[src/rtl/note_tone_gen_if.sv]
// note_tone_gen_if
//   Bundles the key inputs and tone outputs of note_tone_gen.
//   slave  : the tone generator (takes keys, drives tone/status)
//   master : whatever drives the keys and watches the speaker
//   Signals:
//     keys       raw piano buttons, bit 0 = C4 ... bit 7 = C5
//     octave_up  one-octave-up request (only with OCTAVE_SHIFT_EN)
//     tone_out   square-wave speaker drive
//     note_valid high while a note is playing
//     note_idx   index of the note being played
//   Optional feature macro: OCTAVE_SHIFT_EN
interface note_tone_gen_if;
  logic [7:0] keys;
`ifdef OCTAVE_SHIFT_EN
  logic       octave_up;
`endif
  logic       tone_out;
  logic       note_valid;
  logic [2:0] note_idx;

`ifdef OCTAVE_SHIFT_EN
  modport slave  (input  keys, octave_up, output tone_out, note_valid, note_idx);
  modport master (output keys, octave_up, input  tone_out, note_valid, note_idx);
`else
  modport slave  (input  keys,            output tone_out, note_valid, note_idx);
  modport master (output keys,            input  tone_out, note_valid, note_idx);
`endif
endinterface

[src/rtl/note_tone_gen.sv]
// note_tone_gen
//   Piano tone generator. Synchronizes and debounces eight key inputs,
//   picks the lowest pressed key, and drives a 50 % duty square wave at
//   that note's pitch. On release the running half-cycle completes so the
//   speaker always ends low.
//   Parameters:
//     DEBOUNCE_CYCLES  stable cycles needed to accept a key pattern (1 .. 2^18-1)
//   Ports:
//     clk_in  25 MHz clock
//     rst_n   asynchronous active-low reset
//     bus     note_tone_gen_if.slave (keys, octave_up, tone_out, note_valid, note_idx)
//   Optional feature macro: OCTAVE_SHIFT_EN
//     defined   -> octave_up halves the half-period, sampled at note start/change
//     undefined -> octave_up absent, half-period used as looked up
module note_tone_gen #(
  parameter int DEBOUNCE_CYCLES = 250000
) (
  input logic        clk_in,
  input logic        rst_n,
  note_tone_gen_if.slave bus
);

  localparam int NUM_KEYS = 8;
  localparam int SYNC_STAGES = 2;
  localparam logic [17:0] DEB_MAX  = 18'(DEBOUNCE_CYCLES);
  localparam logic [17:0] DEB_LAST = 18'(DEBOUNCE_CYCLES - 1);

  typedef enum logic [1:0] {IDLE, PLAY, DRAIN} state_t;

  // registered output bundle
  typedef struct packed {
    logic       tone;
    logic [2:0] idx;
  } tone_rsp_t;

  // half-period in clk_in cycles for each key
  function automatic logic [15:0] half_lut(input logic [2:0] i);
    case (i)
      3'd0:    half_lut = 16'd47778; // C4
      3'd1:    half_lut = 16'd42566; // D4
      3'd2:    half_lut = 16'd37921; // E4
      3'd3:    half_lut = 16'd35793; // F4
      3'd4:    half_lut = 16'd31888; // G4
      3'd5:    half_lut = 16'd28409; // A4
      3'd6:    half_lut = 16'd25310; // B4
      default: half_lut = 16'd23889; // C5
    endcase
  endfunction

  // ---------------------------------------------------------------
  // Input synchronizer: key_pipe[0] is the metastability stage
  // ---------------------------------------------------------------
  logic [SYNC_STAGES-1:0][NUM_KEYS-1:0] key_pipe;
  logic [NUM_KEYS-1:0] sync_keys;

  always_ff @(posedge clk_in or negedge rst_n) begin
    if (!rst_n) key_pipe <= '0;
    else        key_pipe <= {key_pipe[SYNC_STAGES-2:0], bus.keys};
  end
  assign sync_keys = key_pipe[SYNC_STAGES-1];

`ifdef OCTAVE_SHIFT_EN
  logic [SYNC_STAGES-1:0] oct_pipe;
  logic oct_sync;

  always_ff @(posedge clk_in or negedge rst_n) begin
    if (!rst_n) oct_pipe <= '0;
    else        oct_pipe <= {oct_pipe[SYNC_STAGES-2:0], bus.octave_up};
  end
  assign oct_sync = oct_pipe[SYNC_STAGES-1];
`endif

  // ---------------------------------------------------------------
  // Debounce: whole pattern must hold for DEBOUNCE_CYCLES cycles
  // ---------------------------------------------------------------
  logic [NUM_KEYS-1:0] cand, stable_keys;
  logic [17:0] deb_cnt, deb_nxt;

  always_comb begin
    deb_nxt = deb_cnt;
    if (sync_keys != cand)      deb_nxt = '0;
    else if (deb_cnt != DEB_MAX) deb_nxt = deb_cnt + 18'd1;
  end

  // stable_keys loads on the cycle the count reaches DEB_LAST; since the
  // counter saturates above it, that happens once per stable run. With
  // DEBOUNCE_CYCLES = 1 the reload-to-zero cycle itself qualifies, which is
  // why sync_keys (not cand) is captured.
  always_ff @(posedge clk_in or negedge rst_n) begin
    if (!rst_n) begin
      cand        <= '0;
      deb_cnt     <= '0;
      stable_keys <= '0;
    end else begin
      cand    <= sync_keys;
      deb_cnt <= deb_nxt;
      if (deb_nxt == DEB_LAST) stable_keys <= sync_keys;
    end
  end

  // ---------------------------------------------------------------
  // Note select: lowest set bit wins
  // ---------------------------------------------------------------
  logic [2:0]  sel_idx;
  logic [15:0] sel_half;
  logic        any_key;

  always_comb begin
    sel_idx = '0;
    for (int i = NUM_KEYS - 1; i >= 0; i--)
      if (stable_keys[i]) sel_idx = 3'(i);
  end

  assign any_key = |stable_keys;

`ifdef OCTAVE_SHIFT_EN
  assign sel_half = oct_sync ? (half_lut(sel_idx) >> 1) : half_lut(sel_idx);
`else
  assign sel_half = half_lut(sel_idx);
`endif

  // ---------------------------------------------------------------
  // Tone FSM
  // ---------------------------------------------------------------
  state_t      state, state_nxt;
  tone_rsp_t   rsp_q, rsp_nxt;
  logic [15:0] tcnt, tcnt_nxt;
  logic [15:0] half_q, half_nxt;
  logic        at_end;

  // half_q is latched at note start/change so a later octave_up flip
  // waits for the next such event
  assign at_end = (tcnt == half_q - 16'd1);

  always_ff @(posedge clk_in or negedge rst_n) begin
    if (!rst_n) begin
      state  <= IDLE;
      rsp_q  <= '0;
      tcnt   <= '0;
      half_q <= '0;
    end else begin
      state  <= state_nxt;
      rsp_q  <= rsp_nxt;
      tcnt   <= tcnt_nxt;
      half_q <= half_nxt;
    end
  end

  always_comb begin
    state_nxt = state;
    rsp_nxt   = rsp_q;
    tcnt_nxt  = tcnt;
    half_nxt  = half_q;
    case (state)
      IDLE: begin
        if (any_key) begin
          state_nxt    = PLAY;
          rsp_nxt.tone = 1'b1;
          rsp_nxt.idx  = sel_idx;
          tcnt_nxt     = '0;
          half_nxt     = sel_half;
        end
      end
      PLAY: begin
        if (any_key && sel_idx != rsp_q.idx) begin
          // level held, restarted with the new note's half-period
          rsp_nxt.idx = sel_idx;
          tcnt_nxt    = '0;
          half_nxt    = sel_half;
        end else begin
          if (!any_key) state_nxt = DRAIN;
          if (at_end) begin
            rsp_nxt.tone = ~rsp_q.tone;
            tcnt_nxt     = '0;
          end else begin
            tcnt_nxt = tcnt + 16'd1;
          end
        end
      end
      DRAIN: begin
        if (any_key) begin
          state_nxt   = PLAY;
          rsp_nxt.idx = sel_idx;
          tcnt_nxt    = '0;
          half_nxt    = sel_half;
        end else if (at_end) begin
          // finishing a high half drops the line; a low half just exits
          state_nxt    = IDLE;
          rsp_nxt.tone = 1'b0;
          tcnt_nxt     = '0;
        end else begin
          tcnt_nxt = tcnt + 16'd1;
        end
      end
      default: state_nxt = IDLE;
    endcase
  end

  assign bus.tone_out   = rsp_q.tone;
  assign bus.note_idx   = rsp_q.idx;
  assign bus.note_valid = (state == PLAY);

endmodule
[src/flat_wrapper.sv]
// flat-port wrapper written by rule: the top's interface ports become plain ports
module note_tone_gen_flat 
#(
  parameter int DEBOUNCE_CYCLES = 250000
)
  (clk_in, rst_n, bus_keys, bus_tone_out, bus_note_valid, bus_note_idx);
  note_tone_gen_if bus_i ();
  input logic clk_in;
  input logic rst_n;
  input wire logic [$bits(bus_i.keys)-1:0] bus_keys;
  output wire logic [$bits(bus_i.tone_out)-1:0] bus_tone_out;
  output wire logic [$bits(bus_i.note_valid)-1:0] bus_note_valid;
  output wire logic [$bits(bus_i.note_idx)-1:0] bus_note_idx;
  assign bus_i.keys = bus_keys;
  assign bus_tone_out = bus_i.tone_out;
  assign bus_note_valid = bus_i.note_valid;
  assign bus_note_idx = bus_i.note_idx;
  note_tone_gen #(.DEBOUNCE_CYCLES(DEBOUNCE_CYCLES)) u_core (.clk_in(clk_in), .rst_n(rst_n), .bus(bus_i));
endmodule
[config.mk]
export PLATFORM = sky130hd
export DESIGN_NAME = note_tone_gen_flat
export DESIGN_NICKNAME = d
export VERILOG_FILES = /design/src/rtl/note_tone_gen_if.sv /design/src/rtl/note_tone_gen.sv /design/src/flat_wrapper.sv
export SDC_FILE = /design/constraint.sdc
export NUM_CORES = 1
export LEC_CHECK = 0
export ABC_CLOCK_PERIOD_IN_PS = 5900
export CAP_MARGIN = 20
export CORE_ASPECT_RATIO = 1.1
export CORE_MARGIN = 2
export CORE_UTILIZATION = 66
export DETAILED_ROUTE_END_ITERATION = 7
export GPL_ROUTABILITY_DRIVEN = 1
export PLACE_DENSITY_LB_ADDON = 0.12
export SYNTH_ARGS = -nofsm -noshare
export SYNTH_HDL_FRONTEND = slang
export SYNTH_SLANG_ARGS = --single-unit
[constraint.sdc]
create_clock -name clk_in -period 5.9 [get_ports clk_in]
set_clock_uncertainty 0.1 [all_clocks]
set_input_delay 0.59 -clock clk_in [delete_from_list [all_inputs] [get_ports clk_in]]
set_output_delay 0.59 -clock clk_in [all_outputs]
set_load 0.1 [all_outputs]
==> metrics.md, run 1 <==
| Metric | Value |
|---|---|
| Status | `completed` |
| Proportion of synthesized chip area in sequential cells | `45.9%` |
| Pin count of the biggest net entering global routing | `89` |
| Chip width | `85.3 µm` |
| Drt first pass iters | `4` |
| Final hold vios | `0` |
| Post-detailed-routing wire length | `9940 µm` |
| Iter 0 DRT Violations | `239` |
| Total of warnings raised by yosys | `0` |
| Floorplan core area | `7050 µm²` |
| Half-perimeter wire length after placement | `7020 µm` |
| Static Leakage | `2.16 nW` |
| Number of nets with antenna violations after routing | `0` |
| Main synth FF type | `sky130_fd_sc_hd__dfrtp_1` |
| CP Class | `flip-flop to flip-flop` |
| Initial cell density of the core | `68.1%` |
| Proportion of register bits with asynchronous set or reset after synthesis | `100%` |
| Syn_nets | `531` |
| Slowest cell on the critical path | `sky130_fd_sc_hd__or4_4` |
| Global routing usage summed across all routing layers | `26.6%` |
| Setup TNS Final | `0 ns` |
| Number of placed cells counting well taps | `589` |
| Synth area leaders | `sky130_fd_sc_hd__dfrtp_1 46%, sky130_fd_sc_hd__xor2_1 4.7%, sky130_fd_sc_hd__nor2_1 4.5%` |
| Wire length of the first global-routing pass | `16,900 µm` |
| TritonCTS Buffers | `9` |
| Weighted congestion reported at the end of routability-driven placement | `0.968` |
| CTS tree | `done` |
| HP Start | `u_core.key_pipe[2]$_DFF_PN0_` |
| Count of buffers added by post-CTS timing repair for setup | `0` |
| CP Data Required Time | `6.04 ns` |
| RR Startpoint | `u_core.half_q[0]$_DFFE_PN0P_` |
| Total vias in the final route | `3,848` |
| Sink Count | `88` |
| Number of max-slew violations in the final report | `0` |
| Share of cells above drive strength 1 | `8.60%` |
| Final Setup Violations | `0` |
| Average via count per standard cell | `6.33` |
| Die H | `93.5 µm` |
| Number of flops mapped to enable cells by yosys | `0` |
| Top-area cell type share of the netlist area | `45.9%` |
| Worst-skew pair later-pin latency | `0.37 ns` |
| Number of instances in the synthesized netlist | `513` |
| Number of nets in the layout | `536` |
| Cell Pwr Density | `203 nW/µm²` |
| Number of buffers between clock root and the deepest sink | `2` |
| Worst endpoint data arrival time | `3.51 ns` |
| Worst hold slack across all endpoints | `0.255 ns` |
| Leftover overflow at the end of global routing | `0` |
| Area of the multi-input gates | `2400 µm²` |
| Routed length per instance | `16.4 µm` |
| Vias in the first global route | `3,707` |
| Number of buffer cells added on primary ports | `14` |
| Worst-case vdd ir drop | `0.207 mV` |
| Library cell occupying the most area in the post-synthesis netlist | `sky130_fd_sc_hd__dfrtp_1` |
| Syn-to-layout area delta | `7.97%` |
| I/O pin count | `15` |
| Commonest non-fill, non-tap cell in the layout | `sky130_fd_sc_hd__dfrtp_1` |
| Critical Path Start | `u_core.half_q[0]$_DFFE_PN0P_` |
| Commonest cells after routing, fill and taps aside | `88 x sky130_fd_sc_hd__dfrtp_1, 57 x sky130_fd_sc_hd__nor2_1, 46 x sky130_fd_sc_hd__nand2_1, 28 x sky130_fd_sc_hd__nand3_1, 26 x sky130_fd_sc_hd__xor2_1` |
| Number of register bits inferred by synthesis | `88` |
| Cell at the root of the clock tree | `sky130_fd_sc_hd__clkbuf_8` |
| Max Cap Viol | `0` |
| Chain of cells forming the critical path | `inv_1 -> ha_1 -> or4b_1 -> a2111oi_0 -> o21ai_0 -> a21oi_1 -> nor2_1 -> or4_4 -> nand2_1 -> o221ai_1` |
| Highest Clock Rate | `297 MHz` |
| Clock-pin slew reported for the worst setup and hold paths after clock tree synthesis | `0.10 ns` |
| Top cell family by delay on the critical path | `simple AND/OR/NAND/NOR gates` |
| Register cell area after layout | `2200 µm²` |
| Count of buffer and inverter cells on the critical path | `1` |
| H-tree depth reported by CTS | `3` |
| Remaining DRCs | `0` |
| Crit share post-route | `57.2%` |
| Startpoint types | `flip-flop` |
| Post-Synthesis Cell Area | `4800 µm²` |
| Largest stage delay on the critical path | `0.66 ns` |
| Average cell area after synthesis | `9.36 µm²` |
| Setup repair after global routing missed its margin | `false` |
| Capturing element type of the critical path | `flip-flop` |
| Final min period | `3.37 ns` |
| Slew headroom | `34.4%` |
| Fill cells | `512` |
| HP Class | `flip-flop to flip-flop` |
| Site Rows | `32` |
| Transition at the pin with the smallest max-transition slack | `0.981 ns` |
| Number of unique standard cell types used by synthesis | `62` |
| Diodes inserted | `0` |
| Die outline area | `7970 µm²` |
| Crit Path Max Fanout | `17` |
| Number of antenna violations at the first check in global routing | `0` |
| Non-filler cells in the finished layout | `608` |
[cell usage after synthesis, drive strengths merged, types with 6 or more instances]
library cell	number
inv	23
or3	7
xnor2	22
clkbuf	19
xor2	26
a31oi	10
a21o	6
mux2	10
ha	8
nor2	58
a21oi	15
o31ai	6
nor4	10
o21ai	23
o22ai	6
and3	9
dfrtp	88
nand4	14
nand3	29
or4	7
nor3	14
nand2	46
[metal layers]
layer  up-vias  share of wire (%)  global-route usage (%)
met4         0                3.8                    14.7
met1      1871                 41                    33.0
li1       1827                  -                       -
met3        36                4.5                    4.15
met5         -                  0                       0
met2       114                 51                    44.3
[worst paths after layout]
check | cells past startpoint | slack (ns) | to
setup / recovery | 10 | 2.53 | u_core.tcnt[11]$_DFFE_PN0P_
hold / removal | 0 | 0.25 | u_core.sync_keys[2]$_DFF_PN0_
setup reg to reg | 10 | 2.53 | u_core.tcnt[11]$_DFFE_PN0P_
hold reg to reg | 0 | 0.25 | u_core.sync_keys[2]$_DFF_PN0_
max in group asynchronous | 3 | 4.60 | u_core.stable_keys[1]$_DFFE_PN0N_
min in group asynchronous | 2 | 0.50 | u_core.tcnt[4]$_DFFE_PN0P_
[registers in the layout (all words and copies together), names as in the netlist]
name and cells:
u_core.bus.tone_out 1, u_core.key_pipe 8, u_core.state 2, u_core.half_q 16, u_core.sync_keys 8, u_core.bus.note_idx 3
u_core.deb_cnt 18, u_core.stable_keys 8, u_core.cand 8, u_core.tcnt 16
[power by group]
group | internal, mW | total [mW] | switching [mW]
Sequential | 0.611 | 0.616 | 0.00472
Combinational | 0.00997 | 0.0243 | 0.0144
Clock | 0.166 | 0.411 | 0.245
[per-stage QoR]
step                worst slack [ns]  cell area [µm²]  util [%]  total power [mW]
floorplan                       2.88             4800         -             0.631
global placement                2.62             4940      70.1             0.649
detailed placement              2.54             4940      70.1             0.650
CTS                             2.51             5130      72.8              1.06
global route                    2.26             5180      73.6              1.09
finish                          2.53             5180      73.6              1.05
[logic make-up after synthesis]
family,share of synthesized area (%)
simple gates,23.2
compound gates,12.5
mux,2.97
buf+inv,4.19
xor+xnor,9.25
flops,45.9
fa+ha+maj,2.08
[repair_timing]
| item | CTS | global route |
|---|---|---|
| hold endpoints to repair | 0 | 12 |
| hold buffers | 0 | 1 |
| gates resized for setup | 0 | 0 |
[final cells by class]
type / instances / area share, %
clock buffer: 9 / 2.39
clock inverter: 7 / 1.35
inverter: 23 / 1.67
multi-input combinational: 378 / 46.3
sequential: 88 / 42.5
tap: 85 / 2.05
timing repair buffer: 18 / 3.81
Note: power is estimated with default switching activity, not from simulation.
==> inputs of run 2 (changes only) <==
- ABC_CLOCK_PERIOD_IN_PS: 5900 -> 2950
- CORE_UTILIZATION: 66 -> 56
- clock period: 5.9 -> 2.95 ns (I/O delays scaled with it)
==> run 2 against run 1 <==
Compared with the run above: the run now ends with setup timing left; via count down 1.4%; clock-buffer cell count unchanged; sequential power up 100%; power up 100%; combinational power up 100%; non-clock buffer count up 33; register-to-register slack worse by 2.5 ns; critical endpoint is now u_core.bus.tone_out$_DFFE_PN0P_; largest cell class unchanged; largest power group unchanged; highest routed layer unchanged.
==> metrics.md, run 2 (synthesis gave the netlist of run 1 again) <==
| Metric | Value |
|---|---|
| H-tree depth reported by CTS | `3 (unchanged)` |
| Sink Count | `88 (unchanged)` |
| Chip width | `92.3 µm (was 85.3 µm)` |
| Slew headroom | `65.1% (was 34.4%)` |
| Routed length per instance | `16.0 µm (was 16.4 µm)` |
| I/O pin count | `15 (unchanged)` |
| RR Startpoint | `u_core.half_q[0]$_DFFE_PN0P_ (unchanged)` |
| Total vias in the final route | `3,796 (was 3,848)` |
| Vias in the first global route | `3,689 (was 3,707)` |
| Crit Path Max Fanout | `5 (was 17)` |
| Site Rows | `35 (was 32)` |
| Wire length of the first global-routing pass | `17,400 µm (was 16,900 µm)` |
| Final hold vios | `0 (unchanged)` |
| Clock-pin slew reported for the worst setup and hold paths after clock tree synthesis | `0.11 ns (was 0.10 ns)` |
| Number of max-slew violations in the final report | `0 (unchanged)` |
| Iter 0 DRT Violations | `155 (was 239)` |
| Final Setup Violations | `1 (was 0)` |
| Average via count per standard cell | `5.69 (was 6.33)` |
| Share of cells above drive strength 1 | `19.8% (was 8.60%)` |
| Highest Clock Rate | `339 MHz (was 297 MHz)` |
| Half-perimeter wire length after placement | `7680 µm (was 7020 µm)` |
| Number of buffer cells added on primary ports | `14 (unchanged)` |
| CP Data Required Time | `3.17 ns (was 6.04 ns)` |
| Slowest cell on the critical path | `sky130_fd_sc_hd__or4_4 (unchanged)` |
| Startpoint types | `flip-flop (unchanged)` |
| Critical Path Start | `u_core.half_q[0]$_DFFE_PN0P_ (unchanged)` |
| Fill cells | `655 (was 512)` |
| Post-detailed-routing wire length | `10,700 µm (was 9940 µm)` |
| Number of nets with antenna violations after routing | `0 (unchanged)` |
| Worst-case vdd ir drop | `0.367 mV (was 0.207 mV)` |
| CP Class | `flip-flop to flip-flop (unchanged)` |
| Die H | `101 µm (was 93.5 µm)` |
| Largest Register | `u_core.deb_cnt (unchanged)` |
| Number of buffers between clock root and the deepest sink | `2 (unchanged)` |
| Transition at the pin with the smallest max-transition slack | `0.520 ns (was 0.981 ns)` |
| Number of nets in the layout | `569 (was 536)` |
| Worst Reg2Reg Path Length in Cells | `9 (was 10)` |
| Cell at the root of the clock tree | `sky130_fd_sc_hd__clkbuf_8 (unchanged)` |
| Largest register FFs | `18 (unchanged)` |
| Crit share post-route | `100% (was 57.2%)` |
| Worst hold slack across all endpoints | `0.207 ns (was 0.255 ns)` |
| Final standard cell area without fillers | `5720 µm² (was 5180 µm²)` |
| Final min period | `2.95 ns (was 3.37 ns)` |
| Diodes inserted | `0 (unchanged)` |
| Violations in the final reports | `setup timing` |
| Worst-skew pair later-pin latency | `0.37 ns (about the same)` |
| Largest registers | `u_core.deb_cnt x18, u_core.half_q x16, u_core.tcnt x16 (unchanged)` |
| Chain of cells forming the critical path | `buf_4 -> or4_4 -> nor2_2 -> buf_4 -> a31oi_1 -> or4_1 -> or4_4 -> nor4_4 -> a211o_1 (was inv_1 -> ha_1 -> or4b_1 -> a2111oi_0 -> o21ai_0 -> a21oi_1 -> nor2_1 -> or4_4 -> nand2_1 -> o221ai_1)` |
| Largest stage delay on the critical path | `0.59 ns (was 0.66 ns)` |
| Static Leakage | `2.40 nW (was 2.16 nW)` |
| Initial cell density of the core | `57.4% (was 68.1%)` |
| Die outline area | `9330 µm² (was 7970 µm²)` |
| Smallest setup slack after layout | `-0.000591 ns (was 2.53 ns)` |
| HP Class | `input port to asynchronous set/reset pin (was flip-flop to flip-flop)` |
| Leftover overflow at the end of global routing | `0 (unchanged)` |
| Syn-to-layout area delta | `19.2% (was 7.97%)` |
| Worst endpoint data arrival time | `3.17 ns (was 3.51 ns)` |
| Weighted congestion reported at the end of routability-driven placement | `0.985 (was 0.968)` |
| Remaining DRCs | `0 (unchanged)` |
| Global routing usage summed across all routing layers | `23.8% (was 26.6%)` |
| Capturing element type of the critical path | `flip-flop (unchanged)` |
| TritonCTS Buffers | `9 (unchanged)` |
| Commonest non-fill, non-tap cell in the layout | `sky130_fd_sc_hd__dfrtp_1 (unchanged)` |
| CTS tree | `done (unchanged)` |
| Floorplan core area | `8360 µm² (was 7050 µm²)` |
| Max Cap Viol | `0 (unchanged)` |
| Cell Pwr Density | `368 nW/µm² (was 203 nW/µm²)` |
| Commonest cells after routing, fill and taps aside | `88 x sky130_fd_sc_hd__dfrtp_1, 56 x sky130_fd_sc_hd__nor2_1, 45 x sky130_fd_sc_hd__nand2_1, 38 x sky130_fd_sc_hd__buf_4, 27 x sky130_fd_sc_hd__nand3_1 (was 88 x sky130_fd_sc_hd__dfrtp_1, 57 x sky130_fd_sc_hd__nor2_1, 46 x sky130_fd_sc_hd__nand2_1, 28 x sky130_fd_sc_hd__nand3_1, 26 x sky130_fd_sc_hd__xor2_1)` |
| Status | `complete, but fails checks (was completed)` |
| Instance area after placement | `5230 µm² (was 4940 µm²)` |
| Drt first pass iters | `4 (unchanged)` |
| Number of antenna violations at the first check in global routing | `0 (unchanged)` |
| Setup repair after global routing missed its margin | `true (was false)` |
| Pin count of the biggest net entering global routing | `89 (unchanged)` |
==> run 2: cell types whose count changed in the layout (fill, tap and decap cells not counted), sizes merged <==
| cell | previous run | this run |
|---|---|---|
| buf | 4 | 41 |
| clkinv | 1 | 2 |
| clkdlybuf4s50 | 13 | 8 |
| clkbuf | 9 | 10 |
| inv | 28 | 27 |
==> run 2: worst paths after layout <==
check / end / slack (ns)
worst max-delay path: u_core.bus.tone_out$_DFFE_PN0P_ / -0.0006
worst min-delay path: u_core.tcnt[2]$_DFFE_PN0P_ / 0.21
worst max register to register: u_core.bus.tone_out$_DFFE_PN0P_ / -0.0006
worst min register to register: u_core.sync_keys[4]$_DFF_PN0_ / 0.25
max in group asynchronous: u_core.half_q[3]$_DFFE_PN0P_ / 1.93
min in group clk_in: u_core.sync_keys[4]$_DFF_PN0_ / 0.25
==> run 2: layout make-up <==
cell class | instances | area (µm²) | share of cell area, %
clock inverter | 7 | 70.1 | 1.22
timing repair buffer | 51 | 468 | 8.17
sequential | 88 | 2200 | 38.5
clock buffer | 9 | 124 | 2.16
multi-input combinational | 378 | 2640 | 46.0
inverter | 23 | 86.3 | 1.51
tap | 111 | 139 | 2.43
==> run 2: worst max-delay path: cells and delay by family, from the launching register on <==
family / cells / cell delay, ns
AO/OA/AOI/OAI: 2 / 0.17
buffers and inverters: 2 / 0.29
flip-flops: 1 / 0.40
AND/OR/NAND/NOR: 5 / 1.95
==> run 2: layer usage <==
| metal | share of wire, % | vias up | track usage [%] | routed length, µm |
|---|---|---|---|---|
| li1 | - | 1892 | - | - |
| met1 | 43 | 1822 | 29.9 | 4540 |
| met2 | 53 | 68 | 41.6 | 5660 |
| met3 | 3.0 | 14 | 5.09 | 322 |
| met4 | 1.4 | 0 | 7.81 | 153 |
| met5 | 0 | - | 0 | 0 |
==> run 2: stage by stage <==
stage	instances	total power [mW]	util (%)	setup WS, ns	setup TNS (ns)
2_1_floorplan	513	1.26	-	0.00788	0
3_3_place_gp	647	1.30	62.5	0.0224	0
3_5_place_dp	647	1.30	62.5	-0.0469	-0.0800
4_1_cts	663	2.13	65.2	0.0107	0
5_1_grt	667	2.20	68.4	-0.0833	-0.561
6_report	667	2.11	68.4	-0.000591	-0.000591
==> run 2: where the power goes <==
part	internal (mW)	leakage, nW	switching (mW)
sequential	1.22	1.17	0.00923
clock	0.330	0.0955	0.497
combinational	0.0202	1.13	0.0293
total	1.57	2.40	0.536
==> run 2: timing repair <==
action | 4_1_cts | 5_1_grt
pin swaps | 0 | 16
hold buffers | 0 | 1
gates cloned | 0 | 1
setup buffers | 0 | 1
setup endpoints to repair | 7 | 19
resized for setup | 6 | 30
endpoints found under the hold margin | 0 | 12
